--- src/rtl/alu_writeback_seq_if.sv ---
// rtl/alu_writeback_seq_if.sv - instruction and register-file port bundle for alu_writeback_seq
//
// Signals:
//   START, OPCODE, RA, RB   instruction request from upstream
//   BUSY, DONE, ERR, FLAGS  sequencer status back to upstream
//   ADDR_A, ADDR_B          register file read addresses (ADDR_B also write address)
//   WR, DATA_IN             register file write enable / write data
//   SRC, DEST               register file read data for ADDR_A / ADDR_B
//
// Modports:
//   slave  - the sequencer (alu_writeback_seq)
//   master - the environment: instruction source plus the register file
interface alu_writeback_seq_if #(
    parameter int DATA_W = 16,
    parameter int ADDR_W = 4
);
    logic              START;
    logic [3:0]        OPCODE;
    logic [ADDR_W-1:0] RA;
    logic [ADDR_W-1:0] RB;
    logic              BUSY;
    logic              DONE;
    logic              ERR;
    logic [3:0]        FLAGS;
    logic [ADDR_W-1:0] ADDR_A;
    logic [ADDR_W-1:0] ADDR_B;
    logic              WR;
    logic [DATA_W-1:0] DATA_IN;
    logic [DATA_W-1:0] SRC;
    logic [DATA_W-1:0] DEST;

    modport slave (
        input  START, OPCODE, RA, RB, SRC, DEST,
        output BUSY, DONE, ERR, FLAGS, ADDR_A, ADDR_B, WR, DATA_IN
    );

    modport master (
        output START, OPCODE, RA, RB, SRC, DEST,
        input  BUSY, DONE, ERR, FLAGS, ADDR_A, ADDR_B, WR, DATA_IN
    );
endinterface

--- src/rtl/alu_writeback_seq.sv ---
// rtl/alu_writeback_seq.sv - multi-cycle execute/writeback sequencer for an 8x16 register file
//
// Optional feature macro: ALU_SAT_EN
//   defined   - ADD/SUB saturate to the signed limits on overflow (V still set)
//   undefined - ADD/SUB wrap modulo 2^DATA_W
//
// Ports:
//   CLK   in   clock, rising edge
//   RSTn  in   synchronous active-low reset
//   bus   slave modport of alu_writeback_seq_if:
//           START/OPCODE/RA/RB in, BUSY/DONE/ERR/FLAGS out,
//           ADDR_A/ADDR_B/WR/DATA_IN out to the register file,
//           SRC/DEST in from the register file
//
// Flow: IDLE -> READ (capture operands) -> EXEC (1 cycle, or MUL_CYCLES for MUL)
//       -> WB (registered write/DONE/FLAGS appear the following cycle) -> IDLE
module alu_writeback_seq #(
    parameter int DATA_W     = 16,
    parameter int ADDR_W     = 4,
    parameter int NREGS      = 8,
    parameter int MUL_CYCLES = 16
) (
    input  logic               CLK,
    input  logic               RSTn,
    alu_writeback_seq_if.slave bus
);

    localparam logic [3:0] OP_MOV = 4'd0;
    localparam logic [3:0] OP_ADD = 4'd1;
    localparam logic [3:0] OP_SUB = 4'd2;
    localparam logic [3:0] OP_AND = 4'd3;
    localparam logic [3:0] OP_OR  = 4'd4;
    localparam logic [3:0] OP_XOR = 4'd5;
    localparam logic [3:0] OP_NOT = 4'd6;
    localparam logic [3:0] OP_SHL = 4'd7;
    localparam logic [3:0] OP_SHR = 4'd8;
    localparam logic [3:0] OP_CMP = 4'd9;
    localparam logic [3:0] OP_MUL = 4'd10;

    localparam int                CNT_W     = (MUL_CYCLES > 1) ? $clog2(MUL_CYCLES) : 1;
    localparam logic [CNT_W-1:0]  CNT_LAST  = CNT_W'(MUL_CYCLES - 1);
    // One extra bit so NREGS == 2**ADDR_W still compares correctly.
    localparam logic [ADDR_W:0]   REG_LIMIT = (ADDR_W + 1)'(NREGS);
`ifdef ALU_SAT_EN
    localparam logic [DATA_W-1:0] SAT_MAX   = {1'b0, {(DATA_W-1){1'b1}}};
    localparam logic [DATA_W-1:0] SAT_MIN   = {1'b1, {(DATA_W-1){1'b0}}};
`endif

    typedef enum logic [1:0] {
        S_IDLE = 2'd0,
        S_READ = 2'd1,
        S_EXEC = 2'd2,
        S_WB   = 2'd3
    } state_t;

    state_t state_q;
    state_t state_d;

    // Latched instruction and register-file addresses
    logic [3:0]          op_q;
    logic [ADDR_W-1:0]   addr_a_q;
    logic [ADDR_W-1:0]   addr_b_q;

    // Operands captured in READ
    logic [DATA_W-1:0]   op_a_q;
    logic [DATA_W-1:0]   op_b_q;

    // Result and carry/overflow produced in EXEC, consumed in WB
    logic [DATA_W-1:0]   res_q;
    logic                c_q;
    logic                v_q;

    // Shift-add multiplier state
    logic [2*DATA_W-1:0] acc_q;
    logic [2*DATA_W-1:0] mcand_q;
    logic [DATA_W-1:0]   mplier_q;
    logic [CNT_W-1:0]    mul_cnt_q;
    logic [2*DATA_W-1:0] acc_next;
    logic                mul_last;

    // Registered outputs
    logic                wr_q;
    logic [DATA_W-1:0]   data_in_q;
    logic                busy_q;
    logic                done_q;
    logic                err_q;
    logic [3:0]          flags_q;

    // Combinational ALU
    logic                start_legal;
    logic [DATA_W:0]     sum_w;
    logic [DATA_W:0]     diff_w;
    logic [DATA_W:0]     shl_w;
    logic [DATA_W:0]     shr_w;
    logic [DATA_W-1:0]   alu_res;
    logic                alu_c;
    logic                alu_v;
    logic                add_ovf;
    logic                sub_ovf;

    assign start_legal = (bus.OPCODE <= OP_MUL)
                      && ({1'b0, bus.RA} < REG_LIMIT)
                      && ({1'b0, bus.RB} < REG_LIMIT);

    assign mul_last = (mul_cnt_q == CNT_LAST);
    assign acc_next = mplier_q[0] ? (acc_q + mcand_q) : acc_q;

    // Extra top bit of sum/diff is the carry-out / borrow.
    assign sum_w  = {1'b0, op_b_q} + {1'b0, op_a_q};
    assign diff_w = {1'b0, op_b_q} - {1'b0, op_a_q};

    // One guard bit beside the data catches the last bit shifted out;
    // with a zero shift amount the guard bit stays 0.
    assign shl_w = {1'b0, op_b_q} << op_a_q[3:0];
    assign shr_w = {op_b_q, 1'b0} >> op_a_q[3:0];

    // Signed overflow: operands agree in sign (ADD) or differ (SUB) and the
    // result sign differs from opB.
    assign add_ovf = (op_b_q[DATA_W-1] == op_a_q[DATA_W-1])
                  && (sum_w[DATA_W-1] != op_b_q[DATA_W-1]);
    assign sub_ovf = (op_b_q[DATA_W-1] != op_a_q[DATA_W-1])
                  && (diff_w[DATA_W-1] != op_b_q[DATA_W-1]);

    always_comb begin
        alu_res = '0;
        alu_c   = 1'b0;
        alu_v   = 1'b0;
        case (op_q)
            OP_MOV: alu_res = op_a_q;
            OP_ADD: begin
                alu_res = sum_w[DATA_W-1:0];
                alu_c   = sum_w[DATA_W];
                alu_v   = add_ovf;
`ifdef ALU_SAT_EN
                // Overflow direction follows opB's sign.
                if (add_ovf) alu_res = op_b_q[DATA_W-1] ? SAT_MIN : SAT_MAX;
`endif
            end
            OP_SUB: begin
                alu_res = diff_w[DATA_W-1:0];
                alu_c   = diff_w[DATA_W];
                alu_v   = sub_ovf;
`ifdef ALU_SAT_EN
                if (sub_ovf) alu_res = op_b_q[DATA_W-1] ? SAT_MIN : SAT_MAX;
`endif
            end
            OP_AND: alu_res = op_b_q & op_a_q;
            OP_OR:  alu_res = op_b_q | op_a_q;
            OP_XOR: alu_res = op_b_q ^ op_a_q;
            OP_NOT: alu_res = ~op_a_q;
            OP_SHL: begin
                alu_res = shl_w[DATA_W-1:0];
                alu_c   = shl_w[DATA_W];
            end
            OP_SHR: begin
                alu_res = shr_w[DATA_W:1];
                alu_c   = shr_w[0];
            end
            OP_CMP: begin
                // Compare never saturates; the difference only feeds the flags.
                alu_res = diff_w[DATA_W-1:0];
                alu_c   = diff_w[DATA_W];
                alu_v   = sub_ovf;
            end
            default: ;
        endcase
    end

    always_ff @(posedge CLK) begin
        if (!RSTn) begin
            state_q <= S_IDLE;
        end else begin
            state_q <= state_d;
        end
    end

    always_comb begin
        state_d = state_q;
        case (state_q)
            S_IDLE: if (bus.START && start_legal) state_d = S_READ;
            S_READ: state_d = S_EXEC;
            S_EXEC: if ((op_q != OP_MUL) || mul_last) state_d = S_WB;
            S_WB:   state_d = S_IDLE;
            default: state_d = S_IDLE;
        endcase
    end

    always_ff @(posedge CLK) begin
        if (!RSTn) begin
            op_q      <= OP_MOV;
            addr_a_q  <= '0;
            addr_b_q  <= '0;
            op_a_q    <= '0;
            op_b_q    <= '0;
            res_q     <= '0;
            c_q       <= 1'b0;
            v_q       <= 1'b0;
            acc_q     <= '0;
            mcand_q   <= '0;
            mplier_q  <= '0;
            mul_cnt_q <= '0;
            wr_q      <= 1'b0;
            data_in_q <= '0;
            busy_q    <= 1'b0;
            done_q    <= 1'b0;
            err_q     <= 1'b0;
            flags_q   <= 4'd0;
        end else begin
            wr_q   <= 1'b0;
            done_q <= 1'b0;
            err_q  <= 1'b0;
            case (state_q)
                S_IDLE: begin
                    if (bus.START) begin
                        // A rejected instruction leaves the address outputs
                        // untouched so the register file never sees an
                        // out-of-range index.
                        if (start_legal) begin
                            op_q     <= bus.OPCODE;
                            addr_a_q <= bus.RA;
                            addr_b_q <= bus.RB;
                            busy_q   <= 1'b1;
                        end else begin
                            err_q <= 1'b1;
                        end
                    end
                end
                S_READ: begin
                    op_a_q    <= bus.SRC;
                    op_b_q    <= bus.DEST;
                    acc_q     <= '0;
                    mcand_q   <= {{DATA_W{1'b0}}, bus.DEST};
                    mplier_q  <= bus.SRC;
                    mul_cnt_q <= '0;
                end
                S_EXEC: begin
                    if (op_q == OP_MUL) begin
                        acc_q     <= acc_next;
                        mcand_q   <= mcand_q << 1;
                        mplier_q  <= mplier_q >> 1;
                        mul_cnt_q <= mul_cnt_q + 1'b1;
                        if (mul_last) begin
                            res_q <= acc_next[DATA_W-1:0];
                            c_q   <= |acc_next[2*DATA_W-1:DATA_W];
                            v_q   <= 1'b0;
                        end
                    end else begin
                        res_q <= alu_res;
                        c_q   <= alu_c;
                        v_q   <= alu_v;
                    end
                end
                S_WB: begin
                    wr_q      <= (op_q != OP_CMP);
                    data_in_q <= res_q;
                    flags_q   <= {(res_q == '0), res_q[DATA_W-1], c_q, v_q};
                    done_q    <= 1'b1;
                    busy_q    <= 1'b0;
                end
                default: ;
            endcase
        end
    end

    assign bus.ADDR_A  = addr_a_q;
    assign bus.ADDR_B  = addr_b_q;
    assign bus.WR      = wr_q;
    assign bus.DATA_IN = data_in_q;
    assign bus.BUSY    = busy_q;
    assign bus.DONE    = done_q;
    assign bus.ERR     = err_q;
    assign bus.FLAGS   = flags_q;

endmodule

--- src/flat_wrapper.sv ---
// flat-port wrapper written by rule: the top's interface ports become plain ports
module alu_writeback_seq_flat 
#(
    parameter int DATA_W     = 16,
    parameter int ADDR_W     = 4,
    parameter int NREGS      = 8,
    parameter int MUL_CYCLES = 16
)
  (CLK, RSTn, bus_START, bus_OPCODE, bus_RA, bus_RB, bus_SRC, bus_DEST, bus_BUSY, bus_DONE, bus_ERR, bus_FLAGS, bus_ADDR_A, bus_ADDR_B, bus_WR, bus_DATA_IN);
  alu_writeback_seq_if #(.DATA_W(DATA_W), .ADDR_W(ADDR_W)) bus_i ();
  input  logic CLK;
  input  logic RSTn;
  input wire logic [$bits(bus_i.START)-1:0] bus_START;
  input wire logic [$bits(bus_i.OPCODE)-1:0] bus_OPCODE;
  input wire logic [$bits(bus_i.RA)-1:0] bus_RA;
  input wire logic [$bits(bus_i.RB)-1:0] bus_RB;
  input wire logic [$bits(bus_i.SRC)-1:0] bus_SRC;
  input wire logic [$bits(bus_i.DEST)-1:0] bus_DEST;
  output wire logic [$bits(bus_i.BUSY)-1:0] bus_BUSY;
  output wire logic [$bits(bus_i.DONE)-1:0] bus_DONE;
  output wire logic [$bits(bus_i.ERR)-1:0] bus_ERR;
  output wire logic [$bits(bus_i.FLAGS)-1:0] bus_FLAGS;
  output wire logic [$bits(bus_i.ADDR_A)-1:0] bus_ADDR_A;
  output wire logic [$bits(bus_i.ADDR_B)-1:0] bus_ADDR_B;
  output wire logic [$bits(bus_i.WR)-1:0] bus_WR;
  output wire logic [$bits(bus_i.DATA_IN)-1:0] bus_DATA_IN;
  assign bus_i.START = bus_START;
  assign bus_i.OPCODE = bus_OPCODE;
  assign bus_i.RA = bus_RA;
  assign bus_i.RB = bus_RB;
  assign bus_i.SRC = bus_SRC;
  assign bus_i.DEST = bus_DEST;
  assign bus_BUSY = bus_i.BUSY;
  assign bus_DONE = bus_i.DONE;
  assign bus_ERR = bus_i.ERR;
  assign bus_FLAGS = bus_i.FLAGS;
  assign bus_ADDR_A = bus_i.ADDR_A;
  assign bus_ADDR_B = bus_i.ADDR_B;
  assign bus_WR = bus_i.WR;
  assign bus_DATA_IN = bus_i.DATA_IN;
  alu_writeback_seq #(.DATA_W(DATA_W), .ADDR_W(ADDR_W), .NREGS(NREGS), .MUL_CYCLES(MUL_CYCLES)) u_core (.CLK(CLK), .RSTn(RSTn), .bus(bus_i));
endmodule
--- config.mk ---
export PLATFORM = sky130hd
export DESIGN_NAME = alu_writeback_seq_flat
export DESIGN_NICKNAME = d
export VERILOG_FILES = /design/src/rtl/alu_writeback_seq_if.sv /design/src/rtl/alu_writeback_seq.sv /design/src/flat_wrapper.sv
export SDC_FILE = /design/constraint.sdc
export NUM_CORES = 1
export LEC_CHECK = 0
export ABC_AREA = 1
export ABC_CLOCK_PERIOD_IN_PS = 8100
export BUFFER_PORTS_ARGS = -buffer_cell sky130_fd_sc_hd__buf_2
export CORE_ASPECT_RATIO = 0.7
export CORE_MARGIN = 10
export CORE_UTILIZATION = 61
export CTS_BUF_LIST = sky130_fd_sc_hd__clkbuf_8
export DETAILED_ROUTE_END_ITERATION = 10
export PLACE_DENSITY = 0.8
export SYNTH_ARGS = -nofsm -noshare
export SYNTH_HDL_FRONTEND = slang
export SYNTH_SLANG_ARGS = --single-unit
--- constraint.sdc ---
create_clock -name CLK -period 8.1 [get_ports CLK]
set_clock_uncertainty 0.1 [all_clocks]
set_input_delay 1.62 -clock CLK [delete_from_list [all_inputs] [get_ports CLK]]
set_output_delay 1.62 -clock CLK [all_outputs]
set_load 0.02 [all_outputs]
==> run summary, run 1 <==
GRT
--------------------------------------------------------------------------------
Aggregate global-route resource usage .............................       0.3343
Wire length of the first global-routing pass ......................     73770 um
Number of global-route vias before repair .........................       12.94k
Initial antenna violation count ...................................            2
Pin count of the biggest net entering global routing ..............          113
Total global routing overflow .....................................            0

CLOCK TREE
--------------------------------------------------------------------------------
CTS buffer count ..................................................           17
Number of hold-repair buffers added at the cts stage ..............            0
CTS tree ..........................................................         done
Cell chosen for the clock root .................................... sky130_fd_sc_hd__clkbuf_8
Cts repair resizes ................................................            0
Clock Pin Slew Worst Setup and Hold Paths .........................       100 ps
Number of H-tree levels ...........................................            4
Clock latency reported for the late side of the worst-skew pair ...       500 ps
Count of clock tree sinks .........................................          171
Maximum clock insertion buffer count ..............................            2
# Post-CTS Setup Buffers ..........................................            0

FLOORPLANNING
--------------------------------------------------------------------------------
Number of top-level pins ..........................................           79
Die Ht ............................................................     142.9 um
Number of cell rows ...............................................           44
Core area ......................................................... 0.02098 mm^2
Chip Width ........................................................     195.6 um
Initial core utilization ..........................................       0.6274
Die Footprint ..................................................... 0.02794 mm^2

PLACE
--------------------------------------------------------------------------------
Post-Place Cells ..................................................         2415
HPWL after detailed placement .....................................     38230 um
Worst slack, placed ...............................................      3582 ps
Final Wtd Congestion ..............................................        1.172
Cell area after placement ......................................... 0.01355 mm^2
# port buffers ....................................................           78

SYNTH
--------------------------------------------------------------------------------
Count leader, synth ............................................... sky130_fd_sc_hd__nand2_1
Synth cell types ..................................................           62
Synth top area cells .............................................. sky130_fd_sc_hd__dfxtp_1, sky130_fd_sc_hd__nand2_1, sky130_fd_sc_hd__ha_1
Post-synth top flop ............................................... sky130_fd_sc_hd__dfxtp_1
Count of flip-flops with a built-in enable after synthesis ........            0
Fraction of registers with async set or reset after synthesis .....            0
Flip-flop and latch count after synthesis .........................          171
Synth area leader ................................................. sky130_fd_sc_hd__dfxtp_1
Synthesis Warnings ................................................            0
Mapped Avg Cell Area ..............................................   6.135 um^2
Post-synth design cell area ....................................... 0.01316 mm^2
Share of the synthesized area in the top cell type ................       0.2601
Post-synth net total ..............................................         2286
Top cells by count, synth ......................................... sky130_fd_sc_hd__nand2_1, sky130_fd_sc_hd__inv_1, sky130_fd_sc_hd__a21oi_1
Post-synthesis instance total .....................................         2145
Proportion of synthesized chip area in sequential cells ...........       0.2601

ROUTE
--------------------------------------------------------------------------------
Detailed-route wire length per cell ...............................     20.06 um
Post-route ant nets ...............................................            0
Length of the first detailed-routing pass in iterations ...........            7
DRC marker count from the first detailed-route iteration ..........         2597
Number of vias in the routed layout ...............................       15.01k
Post-route DRC violation count ....................................            0
Vias/cell .........................................................        6.130
Overall routed net length .........................................     49100 um

POWER
--------------------------------------------------------------------------------
Max VDD drop ......................................................     253.3 uV
Net switching power ...............................................   0.002501 W
Int Pwr ...........................................................   0.002026 W
Combinational share of power ......................................        0.590
Sequential share of power .........................................        0.267
Standby leakage power .............................................     6.632 nW
Switching share of total power ....................................       0.5525
Clock power frac ..................................................        0.143
Power density over the cells ...................................... 324.1 mW/mm^2

FINISH
--------------------------------------------------------------------------------
Count of filler cells inserted in the layout ......................         1886
Final non-filler cell area ........................................ 0.01396 mm^2
Area used by sequential logic in the layout ....................... 0.003423 mm^2
Fraction of final layout cells with drive strength greater than 1 .      0.08706
Footprint of the multi-input gates ................................ 0.008314 mm^2
Final core occ ....................................................       0.6658
Total number of nets in the final design ..........................         2299
Final standard cell count with taps included and fillers excluded .         2448
Area Growth Syn to Fin ............................................       6.113%

SETUP PATH
--------------------------------------------------------------------------------
Worst path slowest cell ........................................... sky130_fd_sc_hd__clkinv_1
CP bufs+invs ......................................................            6
WP data arrival ...................................................      4990 ps
Slowest cell delay on critical path ...............................       860 ps
Endpoint class of the critical path ...............................    flip-flop
Reg-to-reg slack, setup ...........................................      3340 ps
Data required time of the critical path ...........................      8340 ps
Classification of the worst setup path ............................ flip-flop to flip-flop
Type of element launching the critical path .......................    flip-flop
Cells traversed along the worst timing path ....................... inv_1 -> ha_1 -> buf_4 -> clkinv_1 -> nor2_4 -> buf_4 -> inv_2 -> nand2_2 -> inv_2 -> nand2_1 -> a21oi_1
Gate family responsible for the most delay along the worst path ... buffers and inverters
Highest net fanout along the worst path ...........................           62

RUN
--------------------------------------------------------------------------------
Total of max-cap violations .......................................            0

STA
--------------------------------------------------------------------------------
Least setup slack across all paths after layout ...................      3345 ps
Final slew viol count .............................................            0
Crit path time final ..............................................      4755 ps
Final-report setup violation count ................................            0
Post-route fraction of the period consumed by the critical path ...       0.5870
Relative slew slack ...............................................       0.2716
Setup Total Neg Slack .............................................         0 ps
Unrepaired setup endpoints after global routing ...................           no
Transition time at the pin with the least slew margin .............      1081 ps
Number of failing hold endpoints at the final stage ...............            0
Upper clock frequency limit .......................................    210.3 MHz

STATUS
--------------------------------------------------------------------------------
Outcome ........................................................... finished clean

HOLD PATH
--------------------------------------------------------------------------------
HP Class .......................................................... flip-flop to flip-flop

==> cells by family after synthesis <==
logic type / synth area share
adders and majority gates: 0.09108
xor gates and xnor gates: 0.01065
muxes: 0.003803
AOI/OAI and AO/OA: 0.2064
DFF: 0.2601
buffers and inverters: 0.1085
and+or+nand+nor: 0.3195
==> sequential cells by signal, summed over array words and instances (netlist names), 15 cells and up <==
signal	count
u_core.res_q	16
u_core.mcand_q	32
u_core.bus.DATA_IN	15
u_core.mplier_q	16
u_core.op_b_q	16
u_core.acc_q	32
u_core.op_a_q	16
==> routing by layer <==
layer,track usage,wire (um),vias to the layer above
met5,0,11,-
met4,0.06811,912,2
met3,0.1738,9033,101
met2,0.4229,17890,1070
met1,0.4806,21250,6809
li1,-,-,7024
==> stage by stage <==
step	total power (W)	hold WS, ps
after CTS	0.004337	358.3
after global routing	0.004751	371.6
final	0.004526	355.3
after detailed placement	0.003692	344.2
after floorplan	0.002909	340.3
after global placement	0.003674	330.6
==> worst register-to-register path, stage by stage (launching register included) <==
cell,delay (ps)
sky130_fd_sc_hd__dfxtp_1,350
sky130_fd_sc_hd__inv_1,110
sky130_fd_sc_hd__ha_1,160
sky130_fd_sc_hd__buf_4,340
sky130_fd_sc_hd__clkinv_1,870
sky130_fd_sc_hd__nor2_4,330
sky130_fd_sc_hd__buf_4,460
sky130_fd_sc_hd__inv_2,140
sky130_fd_sc_hd__nand2_2,720
sky130_fd_sc_hd__inv_2,650
sky130_fd_sc_hd__nand2_1,280
sky130_fd_sc_hd__a21oi_1,90
==> power groups by stage <==
stage	Clock [W]	Sequential (W)	Combinational, W
after detailed placement	0	0.00121	0.00248
after global routing	0.000679	0.00122	0.00285
final	0.000649	0.00121	0.00267
after floorplan	0	0.00117	0.00174
after global placement	0	0.00120	0.00247
after CTS	0.000644	0.00119	0.00250
==> cell usage in the layout (no fill, tap or decap), types with 17 or more instances in the layout <==
cell type                  synthesis  final
sky130_fd_sc_hd__nand2_1         643    643
sky130_fd_sc_hd__inv_1           249    249
sky130_fd_sc_hd__a21oi_1         183    183
sky130_fd_sc_hd__o21ai_0         178    178
sky130_fd_sc_hd__dfxtp_1         171    171
sky130_fd_sc_hd__nor2_1          153    153
sky130_fd_sc_hd__nand3_1         120    120
sky130_fd_sc_hd__ha_1             91     91
sky130_fd_sc_hd__buf_2            37     78
sky130_fd_sc_hd__a31oi_1          37     37
sky130_fd_sc_hd__nor3_1           21     21
sky130_fd_sc_hd__clkbuf_8          0     17
==> final cells by class <==
type	count	area share
multi-input cells	1613	0.5954
inverters	267	0.07195
repair buffers	88	0.03333
diodes	1	0.0001792
clock inverters	15	0.01254
clock buffers	17	0.01675
flip-flops and latches	171	0.2451
well taps	276	0.02473
==> path summary, 6_finish.rpt <==
path	cells past startpoint	from	endpoint
setup / recovery	11	u_core.state_q[0]	u_core.acc_q[27]
hold reg to reg	2	u_core.bus.ADDR_A[1]	u_core.bus.ADDR_A[1]
hold / removal	2	u_core.bus.ADDR_A[1]	u_core.bus.ADDR_A[1]
setup reg to reg	11	u_core.state_q[0]	u_core.acc_q[27]
(Power assumes the default switching activity.)
==> run 2: changes to the inputs <==
--- a/config.mk
+++ b/config.mk
@@ -6,7 +6,7 @@
 export NUM_CORES = 1
 export LEC_CHECK = 0
 export ABC_AREA = 1
-export ABC_CLOCK_PERIOD_IN_PS = 8100
+export ABC_CLOCK_PERIOD_IN_PS = 4400
 export BUFFER_PORTS_ARGS = -buffer_cell sky130_fd_sc_hd__buf_2
 export CORE_ASPECT_RATIO = 0.7
 export CORE_MARGIN = 10
==> constraint.sdc (replaced) <==
create_clock -name CLK -period 4.4 [get_ports CLK]
set_clock_uncertainty 0.1 [all_clocks]
set_input_delay 0.88 -clock CLK [delete_from_list [all_inputs] [get_ports CLK]]
set_output_delay 0.88 -clock CLK [all_outputs]
set_load 0.02 [all_outputs]
==> run summary, run 2 (synthesized netlist as in run 1, its figures left out) <==
ROUTE
--------------------------------------------------------------------------------
Post-route ant nets ...............................................            0   unchanged
Detailed-route wire length per cell ...............................     20.90 um   +4.2%
DRC marker count from the first detailed-route iteration ..........         2714   +4.5%
Number of vias in the routed layout ...............................       15.20k   +1.3%
Post-route DRC violation count ....................................            0   unchanged
Overall routed net length .........................................     51250 um   +4.4%
Length of the first detailed-routing pass in iterations ...........            8   +1
Vias/cell .........................................................        6.198   +1.1%

HOLD PATH
--------------------------------------------------------------------------------
Startpoint of the most critical hold path ......................... u_core.bus.ADDR_B[3]
Endpoint with the worst hold slack ................................ u_core.bus.ADDR_B[3]
Worst hold path cell count ........................................            2   unchanged
HP Class .......................................................... flip-flop to flip-flop

STA
--------------------------------------------------------------------------------
Least setup slack across all paths after layout ...................      1089 ps   -2256 ps
Post-route fraction of the period consumed by the critical path ...       0.7526   +0.1655
Upper clock frequency limit .......................................    302.0 MHz   +44%
Transition time at the pin with the least slew margin .............      1198 ps   +117.0 ps
Final slew viol count .............................................            0   unchanged
Final-report setup violation count ................................            0   unchanged
Unrepaired setup endpoints after global routing ...................           no
Setup Total Neg Slack .............................................         0 ps   unchanged
Relative slew slack ...............................................       0.2013   -0.07038
Final hold slack ..................................................     356.8 ps   +1.489 ps
Crit path time final ..............................................      3311 ps   -1444 ps
Number of failing hold endpoints at the final stage ...............            0   unchanged

FINISH
--------------------------------------------------------------------------------
Total number of nets in the final design ..........................         2305   +0.26%
Fraction of final layout cells with drive strength greater than 1 .      0.08828   +0.001219
Area Growth Syn to Fin ............................................       6.342%
Final core occ ....................................................       0.6672   +0.001432
Largest registers ................................................. u_core.acc_q x32, u_core.mcand_q x32
Commonest non-fill, non-tap cells in the layout ................... sky130_fd_sc_hd__nand2_1, sky130_fd_sc_hd__inv_1, sky130_fd_sc_hd__a21oi_1
Final standard cell count with taps included and fillers excluded .         2452   +0.16%
Most common cell after layout, fill and taps aside ................ sky130_fd_sc_hd__nand2_1

FLOORPLANNING
--------------------------------------------------------------------------------
Initial core utilization ..........................................       0.6274   unchanged
Chip Width ........................................................     195.6 um   unchanged
Die Footprint ..................................................... 0.02794 mm^2   unchanged
Die Ht ............................................................     142.9 um   unchanged
Number of cell rows ...............................................           44   unchanged
Number of top-level pins ..........................................           79   unchanged
Core area ......................................................... 0.02098 mm^2   unchanged

SETUP PATH
--------------------------------------------------------------------------------
Launch instance of the worst register-to-register path ............ u_core.mcand_q[12]
R2r endpoint ......................................................   u_core.c_q
Data required time of the critical path ...........................      4700 ps   -3640 ps
Highest net fanout along the worst path ...........................            4   -94%
Endpoint class of the critical path ...............................    flip-flop
WP data arrival ...................................................      3610 ps   -1380 ps
R2r worst-path depth ..............................................           17   +6
Reg-to-reg slack, setup ...........................................      1090 ps   -2260 ps
Classification of the worst setup path ............................ flip-flop to flip-flop
Type of element launching the critical path .......................    flip-flop

GRT
--------------------------------------------------------------------------------
Initial antenna violation count ...................................            2   unchanged
Aggregate global-route resource usage .............................       0.3502   +0.01594
Number of global-route vias before repair .........................       13.20k   +2.0%
Pin count of the biggest net entering global routing ..............          112   -0.88%
Total global routing overflow .....................................            0   unchanged
Wire length of the first global-routing pass ......................     76820 um   +4.1%

PLACE
--------------------------------------------------------------------------------
# port buffers ....................................................           78   unchanged
Worst slack, placed ...............................................      1324 ps   -2258 ps
Final Wtd Congestion ..............................................        1.138   -2.9%
Post-Place Cells ..................................................         2421   +0.25%
HPWL after detailed placement .....................................     40410 um   +5.7%

STATUS
--------------------------------------------------------------------------------
Outcome ........................................................... finished clean

CLOCK TREE
--------------------------------------------------------------------------------
CTS buffer count ..................................................           17   unchanged
Cts repair resizes ................................................            0   unchanged
CTS tree ..........................................................         done
Count of clock tree sinks .........................................          171   unchanged
Number of H-tree levels ...........................................            4   unchanged
# Post-CTS Setup Buffers ..........................................            0   unchanged
Clock latency reported for the late side of the worst-skew pair ...       510 ps   about the same
Clock Pin Slew Worst Setup and Hold Paths .........................        90 ps   about the same
Number of hold-repair buffers added at the cts stage ..............            0   unchanged
Maximum clock insertion buffer count ..............................            2   unchanged
Cell chosen for the clock root .................................... sky130_fd_sc_hd__clkbuf_8

POWER
--------------------------------------------------------------------------------
Standby leakage power .............................................     6.653 nW   +0.32%
Max VDD drop ......................................................     460.5 uV   +82%
Power density over the cells ...................................... 596.4 mW/mm^2   +84%

RUN
--------------------------------------------------------------------------------
Total of max-cap violations .......................................            0   unchanged

run 2: changes by cell type in the layout (fill, tap and decap cells not counted), sizes merged:
cell and delta:
buf +6, clkbuf +3, clkinv +1, inv -6
run 2: report_power, final:
group,switching (W),leakage [nW],internal [W]
Sequential,0.000346,1.39,0.00187
Clock,0.000618,0.198,0.000544
Combinational,0.00362,5.06,0.00135
run 2: per-stage QoR:
step	total power [W]	area [um^2]
5_1_grt	0.008720	13990
3_3_place_gp	0.006827	13600
2_1_floorplan	0.005356	13160
6_report	0.008346	13990
3_5_place_dp	0.006829	13600
4_1_cts	0.007970	13990
run 2: layout make-up:
class                   count  area [um^2]
diodes                      1        2.502
clock buffers              20        275.3
clock inverters            10        118.9
fillers                  1964         6980
inverters                 267         1005
multi-input cells        1613         8314
flip-flops and latches    171         3423
well taps                 276        345.3
repair buffers             94        510.5
run 2: how the worst max path moves through the flow:
stage | startpoint | to | slack [ps] | cells past startpoint
6_report | u_core.mcand_q[12] | u_core.c_q | 1090 | 17
5_1_grt | u_core.mcand_q[12] | u_core.c_q | 1040 | 17
4_1_cts | u_core.op_b_q[0] | u_core.c_q | 1280 | 17
3_5_place_dp | u_core.op_b_q[0] | u_core.c_q | 1320 | 17
3_3_place_gp | u_core.op_b_q[0] | u_core.c_q | 1320 | 17
2_1_floorplan | u_core.op_a_q[2] | u_core.res_q[8] | 1810 | 15
run 2: routing by layer:
metal  vias to the layer above  share of wire  GRT usage
met3                        78           0.21     0.2458
met2                      1164           0.34     0.4070
met5                         -         0.0025    0.02636
li1                       7023              -          -
met1                      6927           0.43     0.4950
met4                         6          0.014    0.06090
run 2: worst max-delay path: stages, from the launching register on:
cell and delay, ps:
sky130_fd_sc_hd__dfxtp_1 340, sky130_fd_sc_hd__ha_1 380, sky130_fd_sc_hd__nand2_1 110, sky130_fd_sc_hd__nand2_1 190, sky130_fd_sc_hd__nand2_1 130, sky130_fd_sc_hd__nand2_1 80
sky130_fd_sc_hd__a21oi_1 260, sky130_fd_sc_hd__nor2_1 70, sky130_fd_sc_hd__nor2_1 370, sky130_fd_sc_hd__nand2_1 110, sky130_fd_sc_hd__nand2_1 90, sky130_fd_sc_hd__nand3_2 70
sky130_fd_sc_hd__nand2_1 100, sky130_fd_sc_hd__nand2_1 50, sky130_fd_sc_hd__nor2_1 440, sky130_fd_sc_hd__nand3_1 170, sky130_fd_sc_hd__nand2_1 90, sky130_fd_sc_hd__a21oi_1 60
